==> src/rtl/uart_pkg.sv <==
// Shared UART definitions: data width, transmitter state encoding and the
// bit-period helper used by both the transmit and receive paths.
package uart_pkg;

  localparam int unsigned DATA_W = 8;

  typedef enum logic [1:0] {
    StIdle,
    StStart,
    StData,
    StStop
  } tx_state_e;

  // Clock cycles per bit, truncated; both line ends must use this same rounding.
  function automatic int unsigned bps_cnt(input int unsigned clk_freq,
                                          input int unsigned baud);
    return clk_freq / baud;
  endfunction

endpackage

==> src/rtl/uart_tx_if.sv <==
// Byte handshake between a producer and the UART transmitter.
interface uart_tx_if;
  import uart_pkg::*;

  logic [DATA_W-1:0] tx_data;
  logic              tx_valid;
  logic              tx_ready;

  modport master (
    output tx_data,
    output tx_valid,
    input  tx_ready
  );

  modport slave (
    input  tx_data,
    input  tx_valid,
    output tx_ready
  );

endinterface

==> src/rtl/uart_baud_cnt.sv <==
// Free-running bit-period counter; flags the last cycle of every bit period.
// Wraps on its own at bit_end, so it restarts at zero whenever the caller
// changes bit or state on that edge.
module uart_baud_cnt #(
  parameter int unsigned BPS_CNT = 10
) (
  input  logic clk,
  input  logic rst,
  input  logic clr,
  output logic bit_end
);

  localparam int unsigned CntW = (BPS_CNT > 1) ? $clog2(BPS_CNT) : 1;
  localparam logic [CntW-1:0] CntMax = CntW'(BPS_CNT - 1);

  logic [CntW-1:0] cnt_q;

  // Count 0..BPS_CNT-1, held at zero while cleared.
  always_ff @(posedge clk) begin
    if (rst || clr) begin
      cnt_q <= '0;
    end else if (cnt_q == CntMax) begin
      cnt_q <= '0;
    end else begin
      cnt_q <= cnt_q + CntW'(1);
    end
  end

  assign bit_end = (cnt_q == CntMax);

endmodule

==> src/rtl/uart_tx.sv <==
// UART transmitter: 8N1/8N2, LSB first, idle high. A one-byte holding
// register lets the producer queue the next byte during the current frame,
// so consecutive frames go out with no idle gap.
module uart_tx import uart_pkg::*; #(
  parameter int unsigned CLK_FREQ  = 50_000_000,
  parameter int unsigned BAUD      = 9600,
  parameter int unsigned STOP_BITS = 1
) (
  input  logic            clk,
  input  logic            rst,
  uart_tx_if.slave        bus,
  output logic            rs232_tx,
  output logic            busy
);

  localparam int unsigned BPS_CNT = bps_cnt(CLK_FREQ, BAUD);
  // Index of the final stop bit (0 for one stop bit, 1 for two).
  localparam logic StopLast = (STOP_BITS == 2);

  tx_state_e         state_q;
  logic [DATA_W-1:0] hold_q;
  logic              hold_full_q;
  logic [DATA_W-1:0] shift_q;
  logic [2:0]        bit_idx_q;
  logic              stop_idx_q;
  logic              tx_q;
  logic              busy_q;

  logic bit_end;
  logic cnt_clr;
  logic accept;

  assign bus.tx_ready = !hold_full_q;
  assign accept       = bus.tx_valid && !hold_full_q;
  // Every non-idle transition lands on bit_end, where the counter wraps anyway,
  // so holding it clear in idle is enough to restart it on each state change.
  assign cnt_clr      = (state_q == StIdle);

  uart_baud_cnt #(
    .BPS_CNT (BPS_CNT)
  ) u_baud_cnt (
    .clk     (clk),
    .rst     (rst),
    .clr     (cnt_clr),
    .bit_end (bit_end)
  );

  // Holding register, framing FSM and registered line/busy outputs.
  // Accept needs hold_full_q=0 and load needs hold_full_q=1, so the two
  // hold_full_q updates below never collide on one edge.
  always_ff @(posedge clk) begin
    if (rst) begin
      state_q     <= StIdle;
      hold_q      <= '0;
      hold_full_q <= 1'b0;
      shift_q     <= '0;
      bit_idx_q   <= '0;
      stop_idx_q  <= 1'b0;
      tx_q        <= 1'b1;
      busy_q      <= 1'b0;
    end else begin
      if (accept) begin
        hold_q      <= bus.tx_data;
        hold_full_q <= 1'b1;
      end

      unique case (state_q)
        StIdle: begin
          if (hold_full_q) begin
            shift_q     <= hold_q;
            hold_full_q <= 1'b0;
            state_q     <= StStart;
            tx_q        <= 1'b0;
            busy_q      <= 1'b1;
          end
        end

        StStart: begin
          if (bit_end) begin
            state_q   <= StData;
            bit_idx_q <= '0;
            tx_q      <= shift_q[0];
          end
        end

        StData: begin
          if (bit_end) begin
            shift_q   <= shift_q >> 1;
            bit_idx_q <= bit_idx_q + 3'd1;
            if (bit_idx_q == 3'd7) begin
              state_q    <= StStop;
              stop_idx_q <= 1'b0;
              tx_q       <= 1'b1;
            end else begin
              tx_q <= shift_q[1];
            end
          end
        end

        StStop: begin
          if (bit_end) begin
            if (stop_idx_q == StopLast) begin
              if (hold_full_q) begin
                // Chain straight into the next frame without an idle cycle.
                shift_q     <= hold_q;
                hold_full_q <= 1'b0;
                state_q     <= StStart;
                tx_q        <= 1'b0;
              end else begin
                state_q <= StIdle;
                busy_q  <= 1'b0;
              end
            end else begin
              stop_idx_q <= stop_idx_q + 1'b1;
            end
          end
        end

        default: begin
          state_q <= StIdle;
          tx_q    <= 1'b1;
          busy_q  <= 1'b0;
        end
      endcase
    end
  end

  assign rs232_tx = tx_q;
  assign busy     = busy_q;

endmodule

==> src/flat_wrapper.sv <==
// flat-port wrapper written by rule: the top's interface ports become plain ports
module uart_tx_flat import uart_pkg::*;
#(
  parameter int unsigned CLK_FREQ  = 50_000_000,
  parameter int unsigned BAUD      = 9600,
  parameter int unsigned STOP_BITS = 1
)
  (clk, rst, rs232_tx, busy, bus_tx_data, bus_tx_valid, bus_tx_ready);
  uart_tx_if bus_i ();
  input  logic clk;
  input  logic rst;
  output logic rs232_tx;
  output logic busy;
  input wire logic [$bits(bus_i.tx_data)-1:0] bus_tx_data;
  input wire logic [$bits(bus_i.tx_valid)-1:0] bus_tx_valid;
  output wire logic [$bits(bus_i.tx_ready)-1:0] bus_tx_ready;
  assign bus_i.tx_data = bus_tx_data;
  assign bus_i.tx_valid = bus_tx_valid;
  assign bus_tx_ready = bus_i.tx_ready;
  uart_tx #(.CLK_FREQ(CLK_FREQ), .BAUD(BAUD), .STOP_BITS(STOP_BITS)) u_core (.clk(clk), .rst(rst), .bus(bus_i), .rs232_tx(rs232_tx), .busy(busy));
endmodule
==> config.mk <==
export PLATFORM = sky130hd
export DESIGN_NAME = uart_tx_flat
export DESIGN_NICKNAME = d
export VERILOG_FILES = /design/src/rtl/uart_pkg.sv /design/src/rtl/uart_tx_if.sv /design/src/rtl/uart_baud_cnt.sv /design/src/rtl/uart_tx.sv /design/src/flat_wrapper.sv
export SDC_FILE = /design/constraint.sdc
export NUM_CORES = 1
export LEC_CHECK = 0
export CELL_PAD_IN_SITES_DETAIL_PLACEMENT = 1
export CELL_PAD_IN_SITES_GLOBAL_PLACEMENT = 1
export CORE_MARGIN = 1.5
export CORE_UTILIZATION = 40
export CTS_CLUSTER_SIZE = 10
export DETAILED_ROUTE_END_ITERATION = 16
export PLACE_DENSITY_LB_ADDON = 0.1
export SYNTH_ARGS = -nofsm -noshare
export SYNTH_HDL_FRONTEND = slang
export SYNTH_SLANG_ARGS = --single-unit
==> constraint.sdc <==
create_clock -name clk -period 4.53 [get_ports clk]
set_input_delay 0.453 -clock clk [delete_from_list [all_inputs] [get_ports clk]]
set_output_delay 0.453 -clock clk [all_outputs]
set_load 0.01 [all_outputs]
# Yosys cells after proc, flatten, opt, wreduce, memory -nomap -nowiden
# Cells that the tools add are included.
[op_classes]
reduce_logical = 15
n_mux = 38
order_cmp = 0
addsub = 3
n_div = 0
multipliers = 0
bitwise = 0
eq_ne = 12
n_shift = 0
[ops]
columns = ["operator", "count"]
rows = [
  ["8-bit two-way mux", 4],
  ["8-bit case mux with 3 select lines", 1],
  ["1-bit two-way mux", 19],
  ["13-bit by 1-bit adder with 13-bit output, second input constant", 1],
  ["13-bit == test, second input constant", 1],
  ["2-bit two-way mux", 6],
  ["4-bit AND reduction", 3],
  ["2-bit by 1-bit inequality test with 1-bit output, second input constant", 5],
  ["2-bit case mux with 4 select lines", 1],
  ["3-bit two-way mux", 2],
  ["1-bit case mux with 2 select lines", 3],
  ["3-bit case mux with 2 select lines", 1],
  ["6-bit AND reduction", 1],
  ["2-bit nonzero test", 3],
  ["5-bit AND reduction", 1],
  ["2-bit == test, second input constant", 2],
  ["2-bit inequality test, second input constant", 2],
  ["1-bit case mux with 4 select lines", 1],
  ["3-bit by 1-bit adder with 3-bit output, second input constant", 1],
  ["3-bit == test, second input constant", 1],
  ["3-bit AND reduction", 1],
  ["3-bit nonzero test", 1],
  ["2-bit by 1-bit == test with 1-bit output, second input constant", 1],
  ["2-bit zero test", 1],
  ["5 further kinds", 5],
]
[totals]
mem_count = 0
latchBits = 0
word_cells = 77
reg_bits = 38
out_inout_bits = 3
ramBits = 0
input_bits = 11
rom_bits = 0

# Depth between registers and ports, before layout
# Gate-level depths: netlist of the first run.
[depth]
ltp_word = 7
depth_mapped = 7
ltp_nobuf = 6

# By module
# Synthesis of the first run repeated with hierarchy kept, for this count alone.
[unflattened]
cells_unflattened = 199
hier_area_um2 = 1956.9
[by_module_without_submodules]
columns = ["mod", "cells_each", "seq_area_each_um2", "instances", "area_per_inst_um2"]
rows = [
  ["uart_tx", 126, 480.5, 1, 1238.7],
  ["uart_baud_cnt", 73, 260.2, 1, 718.2],
]

# Least setup slack after synthesis of the first run
# Ideal clock, no wire load.
[synth_path]
path_kind = "flip-flop to flip-flop"
startpoint = "register u_core.u_baud_cnt.cnt_q[0]"
endpoint = "register u_core.tx_q, in the netlist u_core.rs232_tx"
setup_time_ns = 0.122
arrival_time_ns = 1.503
t_required_ns = 4.408
path_buffers = 0
setup_slack_ns = 2.905
path_stages_with_launch = 6
period_less_slack_ns = 1.625
cell_sequence = "dfxtp_1 ha_1 and4b_1 nand3_1 a2bb2o_1 a221o_1"
[synth_via]
elab_chain_cells = 3
word_cells_on_any_way = 5
classes_between = "eq/ne: 4; reduce/logical: 1"
[synth_lines]
columns = ["item", "line", "text"]
rows = [
  ["start: declaration", "uart_baud_cnt.sv:16", "logic [CntW-1:0] cnt_q;"],
  ["start signal: assignment", "uart_baud_cnt.sv:25", "cnt_q <= cnt_q + CntW'(1);"],
  ["13-bit == test *", "uart_baud_cnt.sv:29", "assign bit_end = (cnt_q == CntMax);"],
  ["2-bit by 1-bit inequality test with 1-bit output (no line)", "-", ""],
  ["4-bit AND reduction (no line) *", "-", ""],
  ["end signal: assignment", "uart_tx.sv:82", "tx_q <= shift_q[0];"],
  ["end signal: assignment", "uart_tx.sv:95", "tx_q <= shift_q[1];"],
  ["end: declaration", "uart_tx.sv:26", "logic tx_q;"],
]
# Mark *: on every way between the ends. The rest lies on a longest branch, timed or not.
# A chain may end at the register's enable or synchronous reset.

# Worst setup path after layout of the first run
[layout_path]
startpoint = "register u_core.state_q[0]"
endpoint = "register u_core.shift_q[1]"
[layout_via]
elab_chain_cells = 3
word_cells_on_any_way = 9
classes_between = "eq/ne: 5; mux: 1; reduce/logical: 3"
[layout_lines]
columns = ["item", "line", "text"]
rows = [
  ["start: declaration", "uart_tx.sv:20", "tx_state_e state_q;"],
  ["start signal: assignment", "uart_tx.sv:53", "state_q <= StIdle;"],
  ["start signal: assignment", "uart_tx.sv:72", "state_q <= StStart;"],
  ["start signal: assignment", "uart_tx.sv:80", "state_q <= StData;"],
  ["2-bit == test or 2-bit zero test (tied branches)", "uart_tx.sv:67", "unique case (state_q)"],
  ["2-bit inequality test (no line) (tied with other cells)", "-", ""],
  ["4-bit AND reduction (no line)", "-", ""],
  ["end signal: assignment", "uart_tx.sv:70", "shift_q <= hold_q;"],
  ["end signal: assignment", "uart_tx.sv:88", "shift_q <= shift_q >> 1;"],
  ["end signal: assignment", "uart_tx.sv:105", "shift_q <= hold_q;"],
  ["end: declaration", "uart_tx.sv:23", "logic [DATA_W-1:0] shift_q;"],
]
# Several ways; a longest one is shown, not always the timed one.

==> results.md, run 1 <==
* Routed met2 length at around 1900 um
* Fmax at around 430 MHz
* Number of synthesized flops with an enable pin at 0
* Post-Synth Adder-Cell Area at 0.0565
* Startpoint Class: register
* Root Driver: clkbuf_8
* Critical path class: register to register
* Hold Violations, Final at 0
* Fill count at ~500
* Post-route DRC at 0
* Status: finished, final reports clean
* Clock buffer depth at 2
* Gr usage total at 0.178
* DRT iter0 DRCs at between 60 and 70
* Setup slack, reg-to-reg at about 2.2 ns
* Yosys cell types at 35
* Share of the synthesized area in the top cell type at 0.418
* DRT Wirelength at between 3000 and 4000 um
* WL/cell at around 15 um
* Area share of and/or/nand/nor cells after synthesis at 0.213
* CTS tree: yes
* Worst setup path start: u_core.state_q[0]
* Mux contribution to synthesized area at 0.0904
* Placer Congestion at approximately 0.8
* CP Capture Type: register
* R2R cell count at 5
* Port bufs at 13
* CP required at approximately 4.7 ns
* CP arrival at roughly 2.5 ns
* Clock Skews at around 0.011 ns
* VDD IR max at around 0.00017 V
* Setup Fix Bufs, Post-CTS at 0
* Syn. warnings at 0
* Asr flop ratio synth at 0
* Dpl cell area at between 1500 and 2000 um2
* Core region area at around 4300 um2
* Area Growth Syn to Fin at 15.3%
* Hold crit path type: register to register
* DR vias/cell at roughly 5.4
* Crit path depth at 5
* Worst Path Buf+Inv at 1
* Most frequent cell after synthesis: dfxtp_1
* Row cnt at 24
* Delay-heaviest family, CP: compound AO/OA/AOI/OAI gates
* Die area at approximately 4800 um2
* Minimum clock period at between 2 and 2.5 ns
* Worst-skew pair later-pin latency at 0.29 ns
* Final setup violating endpoints at 0
* Total number of H-tree levels at 2
* Initial antenna violation count at 0
* Compound-Gate Fraction of Synth Area at 0.126
* Setup TNS at 0 ns
* Initial core utilization at 0.413
* Vias in the first global route at 1504
* Period Utilization, post-route at 0.508
* Crit-path max FO at 16
* Remaining antenna violation count at 0
* Synthesized area at around 1800 um2
* Sequential cell area at ~740 um2
* Worst flop-to-flop path endpoint: u_core.shift_q[1]
* 1st-pass router iterations at 4
* Largest stage delay on the critical path at ~0.58 ns
* First-pass GRT wire length at around 6900 um
* Post-synth net total at ~220
* Highest metal layer with signal wires: met4
* RSZ-0062 raised after global routing: no
* Cells along the critical path: inv_1 -> ha_1 -> o21bai_1 -> or3_2 -> a21oi_1
* Hold_buf cts at 0
* Post-Syn Instances at roughly 200
* Register bit total from synthesis at 37
* Sequential share of the synthesized area at 0.418
* M1 WL at around 1900 um
* Post-synth top area cell: dfxtp_1
* Most used flip-flop cell after synthesis: dfxtp_1
* Die Ht at slightly below 70 um
* Post-synthesis xor/xnor area fraction at 0.0544
* Pwr Density at around 480 nW/um2
* Largest net degree at the start of global routing at 29
* Residual overflow from global routing at 0
* Maxcap violations at 0
* Post-CTS sizing at 0
* Clk slew on worst S/H paths at approximately 0.080 ns
* Die span in x at roughly 70 um
* Synth cell count leaders: dfxtp_1 (37), nor2_1 (28), mux2i_1 (16), a21oi_1 (12), o21ai_0 (11)
* Crit path max-delay cell type: ha_1
* Leak at approximately 0.69 nW
* Via count at roughly 1400
* Count of pins over their slew limit at 0
* Num CTS Buffers at 5
* Worst-Margin Slew at about 0.95 ns
* Metal3 WL at 108 um
* Ant diodes at 0
* Worst reg2reg startpoint: u_core.state_q[0]
* Post-DP HPWL at 2850 um
* Final #Nets at around 230
* Mean post-synth cell area at approximately 9 um2
* Critical Path End: u_core.shift_q[1]
* Largest family of logic cells by synthesized area: simple AND/OR/NAND/NOR gates
* Rel. slew slack at 0.368
* Top cells by area, synth: dfxtp_1 (42%), mux2i_1 (9.0%), nor2_1 (5.9%), ha_1 (5.6%), xnor2_1 (4.4%)
* Multi-input combinational cell area at 957 um2
* Num Clock Sinks at 37
* Io pins at 14
* Share of cells above drive strength 1 at 0.0813
* Final instance area at 2040 um2
-- power breakdown --
part	total (mW)	leakage, nW	internal, mW	switching, mW
clock	0.287	0.0554	0.165	0.121
sequential	0.401	0.301	0.364	0.0365
combinational	0.294	0.339	0.129	0.166
-- flip-flops by register name (all words and copies together) (netlist names) --
register / flops
u_core.rs232_tx: 1
u_core.hold_q: 8
u_core.shift_q: 8
u_core.hold_full_q: 1
u_core.u_baud_cnt.cnt_q: 13
u_core.bit_idx_q: 3
u_core.busy: 1
u_core.state_q: 2
-- metal layers --
layer,global-route usage,up-vias
met2,0.299,17
met5,0,-
li1,-,708
met3,0.0451,6
met4,0.0566,0
met1,0.224,680
-- worst reg2reg max path, stage by stage, from the launching register on --
cell and delay (ns):
dfxtp_1 0.36, inv_1 0.14, ha_1 0.58, o21bai_1 0.43, or3_2 0.57, a21oi_1 0.16
-- cell type report --
class | instances | area share
clock buffers | 6 | 0.0355
clock inverters | 2 | 0.0190
inverters | 8 | 0.0147
multi-input cells | 142 | 0.469
flip-flops and latches | 37 | 0.363
well taps | 52 | 0.0319
repair buffers | 14 | 0.0674
-- stage by stage --
step	utilization	setup WS [ns]	hold WS, ns	power [mW]	std cells
floorplan	-	2.90	0.418	0.621	196
global placement	0.450	2.37	0.427	0.687	253
detailed placement	0.450	2.21	0.443	0.703	253
CTS	0.476	2.21	0.463	0.993	261
global route	0.476	2.01	0.497	1.04	261
finish	0.476	2.23	0.457	0.981	261
-- cells by family after synthesis --
kind of cell / count (synthesis)
muxes: 16
adders and majority gates: 8
DFF: 37
AOI/OAI and AO/OA: 35
buffers and inverters: 17
xor gates and xnor gates: 11
and+or+nand+nor: 72
-- cell usage in the layout (no fill, tap or decap), types with 2 or more instances in the layout --
cell type	synthesis	routed
a21oi_1	12	12
a221o_1	2	2
clkbuf_8	0	5
clkdlybuf4s50_1	0	13
dfxtp_1	37	37
ha_1	8	8
inv_1	8	8
mux2i_1	16	16
nand2_1	10	10
nand2b_1	4	4
nand3_1	7	7
nand4_1	2	2
nor2_1	28	28
nor3_1	4	4
nor4_1	3	3
o21ai_0	11	11
o21bai_1	2	2
o32ai_1	2	2
or3_1	3	3
or3_2	6	6
xnor2_1	9	9
xor2_1	2	2
-- worst min path at each step --
stage                               start                         end  depth (start not counted)
2_1_floorplan  u_core.u_baud_cnt.cnt_q[0]  u_core.u_baud_cnt.cnt_q[0]                          1
3_3_place_gp   u_core.u_baud_cnt.cnt_q[0]  u_core.u_baud_cnt.cnt_q[0]                          1
3_5_place_dp   u_core.u_baud_cnt.cnt_q[0]  u_core.u_baud_cnt.cnt_q[0]                          1
4_1_cts        u_core.u_baud_cnt.cnt_q[0]  u_core.u_baud_cnt.cnt_q[0]                          1
5_1_grt        u_core.u_baud_cnt.cnt_q[0]  u_core.u_baud_cnt.cnt_q[0]                          1
6_report       u_core.u_baud_cnt.cnt_q[0]  u_core.u_baud_cnt.cnt_q[0]                          1
Power figures use the tool's default switching activity.
==> run 2: changes to the inputs <==
CORE_UTILIZATION = 39   (was 40)
clock period = 1.9 ns   (was 4.53 ns; I/O delays follow)
==> run 2 against run 1 <==
  * Combinational power rose to 2.6 times the previous value
  * Global-route usage decreased by 0.79 points
  * Clock skew is essentially flat
  * Largest cell class unchanged
  * Largest power group unchanged
==> results.md, run 2 (synthesis results as in run 1) <==
* Status: finished, final reports clean
* Placer Congestion at approximately 0.84
* Post-route DRC at 0
* Maxcap violations at 0
* Critical path class: register to register
* Fmax at about 560 MHz
* Top reg by flops: u_core.u_baud_cnt.cnt_q
* Vias in the first global route at 1411
* Max FFs per register at 13
* Hold Violations, Final at 0
* Worst Path Buf+Inv at 0
* Most frequent cells in the layout: dfxtp_1 (37), nor2_1 (27), mux2i_1 (16)
* Largest stage delay on the critical path at 0.37 ns
* Core region area at 4350 um2
* Pwr Density at between 1000 and 1500 nW/um2
* Internal Power at about 1.5 mW
* Root Driver: clkbuf_8
* Dpl cell area at slightly below 2000 um2
* Die Ht at ~70 um
* 1st-pass router iterations at 4
* Clk network pwr share at 0.238
* Clock buffer depth at 2
* Initial antenna violation count at 0
* Gr usage total at 0.170
* Psw at between 0.7 and 0.8 mW
* Ant diodes at 0
* VDD IR max at 0.000580 V
* Hold crit path type: register to register
* Worst Hold Slack at 0.459 ns
* Final #Nets at approximately 230
* Hold_buf cts at 0
* Crit-path max FO at 6
* CTS tree: yes
* DR vias/cell at around 5.3
* Worst-skew pair later-pin latency at just under 0.3 ns
* Setup Fix Bufs, Post-CTS at 0
* Period Utilization, post-route at 0.933
* Total number of H-tree levels at 2
* Final setup violating endpoints at 0
* Startpoint Class: register
* Seq pwr share at 0.422
* WL/cell at around 15 um
* Clock Skews at 0.0113 ns
* Count of pins over their slew limit at 0
* Initial core utilization at 0.407
* Rel. slew slack at 0.709
* DRT iter0 DRCs at 57
* Delay-heaviest family, CP: compound AO/OA/AOI/OAI gates
* Via count at 1417
* Share of cells above drive strength 1 at 0.130
* Io pins at 14
* Clk slew on worst S/H paths at ~0.080 ns
* Net Sw Frac at 0.349
* Post-DP HPWL at between 2000 and 3000 um
* DRT Wirelength at ~4000 um
* Cells along the critical path: ha_1 -> and4b_1 -> nand3_1 -> a2bb2o_1 -> a221o_1
* Area Growth Syn to Fin at 17.7%
* Row cnt at 24
* Post-place setup slack at between 0.01 and 0.015 ns
* CP arrival at between 1.5 and 2 ns
* First-pass GRT wire length at between 6000 and 7000 um
* Num CTS Buffers at 5
* Setup slack, reg-to-reg at about 0.13 ns
* Remaining antenna violation count at 0
* Die area at 4960 um2
* Setup TNS at 0 ns
* Worst-Margin Slew at around 0.44 ns
* Commonest non-fill, non-tap cell in the layout: dfxtp_1
* Largest net degree at the start of global routing at 17
* Die span in x at 70.4 um
* CP Capture Type: register
* Num Clock Sinks at 37
* Leak at about 0.7 nW
* Final Worst Setup Slack at about 0.13 ns
* Port bufs at 13
* Combinational share of power at 0.340
* Crit path max-delay cell type: dfxtp_1
* RSZ-0062 raised after global routing: yes
* CP required at 2.08 ns
* Final Power at 2.25 mW
* Top Registers: u_core.u_baud_cnt.cnt_q x13, u_core.hold_q x8, u_core.shift_q x8
* Residual overflow from global routing at 0
* Final instance area at around 2100 um2
* Minimum clock period at between 1.5 and 2 ns
## run 2: worst paths after layout
check | from | endpoint | cells past startpoint
max | u_core.u_baud_cnt.cnt_q[0] | u_core.rs232_tx | 5
min | u_core.u_baud_cnt.cnt_q[0] | u_core.u_baud_cnt.cnt_q[0] | 1
max reg2reg | u_core.u_baud_cnt.cnt_q[0] | u_core.rs232_tx | 5
min reg2reg | u_core.u_baud_cnt.cnt_q[0] | u_core.u_baud_cnt.cnt_q[0] | 1
## run 2: cell type report
| cell class | count | area (um2) |
|---|---|---|
| multi-input cells | 142 | 973 |
| fillers | 503 | 2270 |
| inverters | 8 | 30.0 |
| clock inverters | 3 | 17.5 |
| well taps | 52 | 65.1 |
| repair buffers | 21 | 190 |
| clock buffers | 5 | 68.8 |
| flip-flops and latches | 37 | 741 |
## run 2: stage by stage
step            util  cells
6_report       0.479    268
5_1_grt        0.479    268
4_1_cts        0.478    268
3_5_place_dp   0.455    260
3_3_place_gp   0.455    260
2_1_floorplan      -    196
## run 2: worst register-to-register path, cell delays in order (launching register included)
cell and delay (ns):
dfxtp_1 0.37, ha_1 0.18, and4b_1 0.29, nand3_1 0.20
a2bb2o_1 0.34, a221o_1 0.30
## run 2: power by group through the flow
stage	Clock, mW	Sequential (mW)	Combinational [mW]
global placement	0	0.961	0.712
CTS	0.558	0.951	0.755
global route	0.598	0.965	0.838
finish	0.536	0.951	0.766
detailed placement	0	0.969	0.738
floorplan	0	0.940	0.540
## run 2: repair_timing
action                                 CTS  global route
setup endpoints to repair                1             9
resized for setup                        1             3
endpoints found under the hold margin    0             0
pin swaps                                0             1
## run 2: routing by layer
| metal | routed length, um | global-route usage |
|---|---|---|
| met5 | 0 | 0 |
| met4 | 38 | 0.0513 |
| met3 | 93 | 0.0433 |
| met2 | 1830 | 0.270 |
| met1 | 2040 | 0.227 |
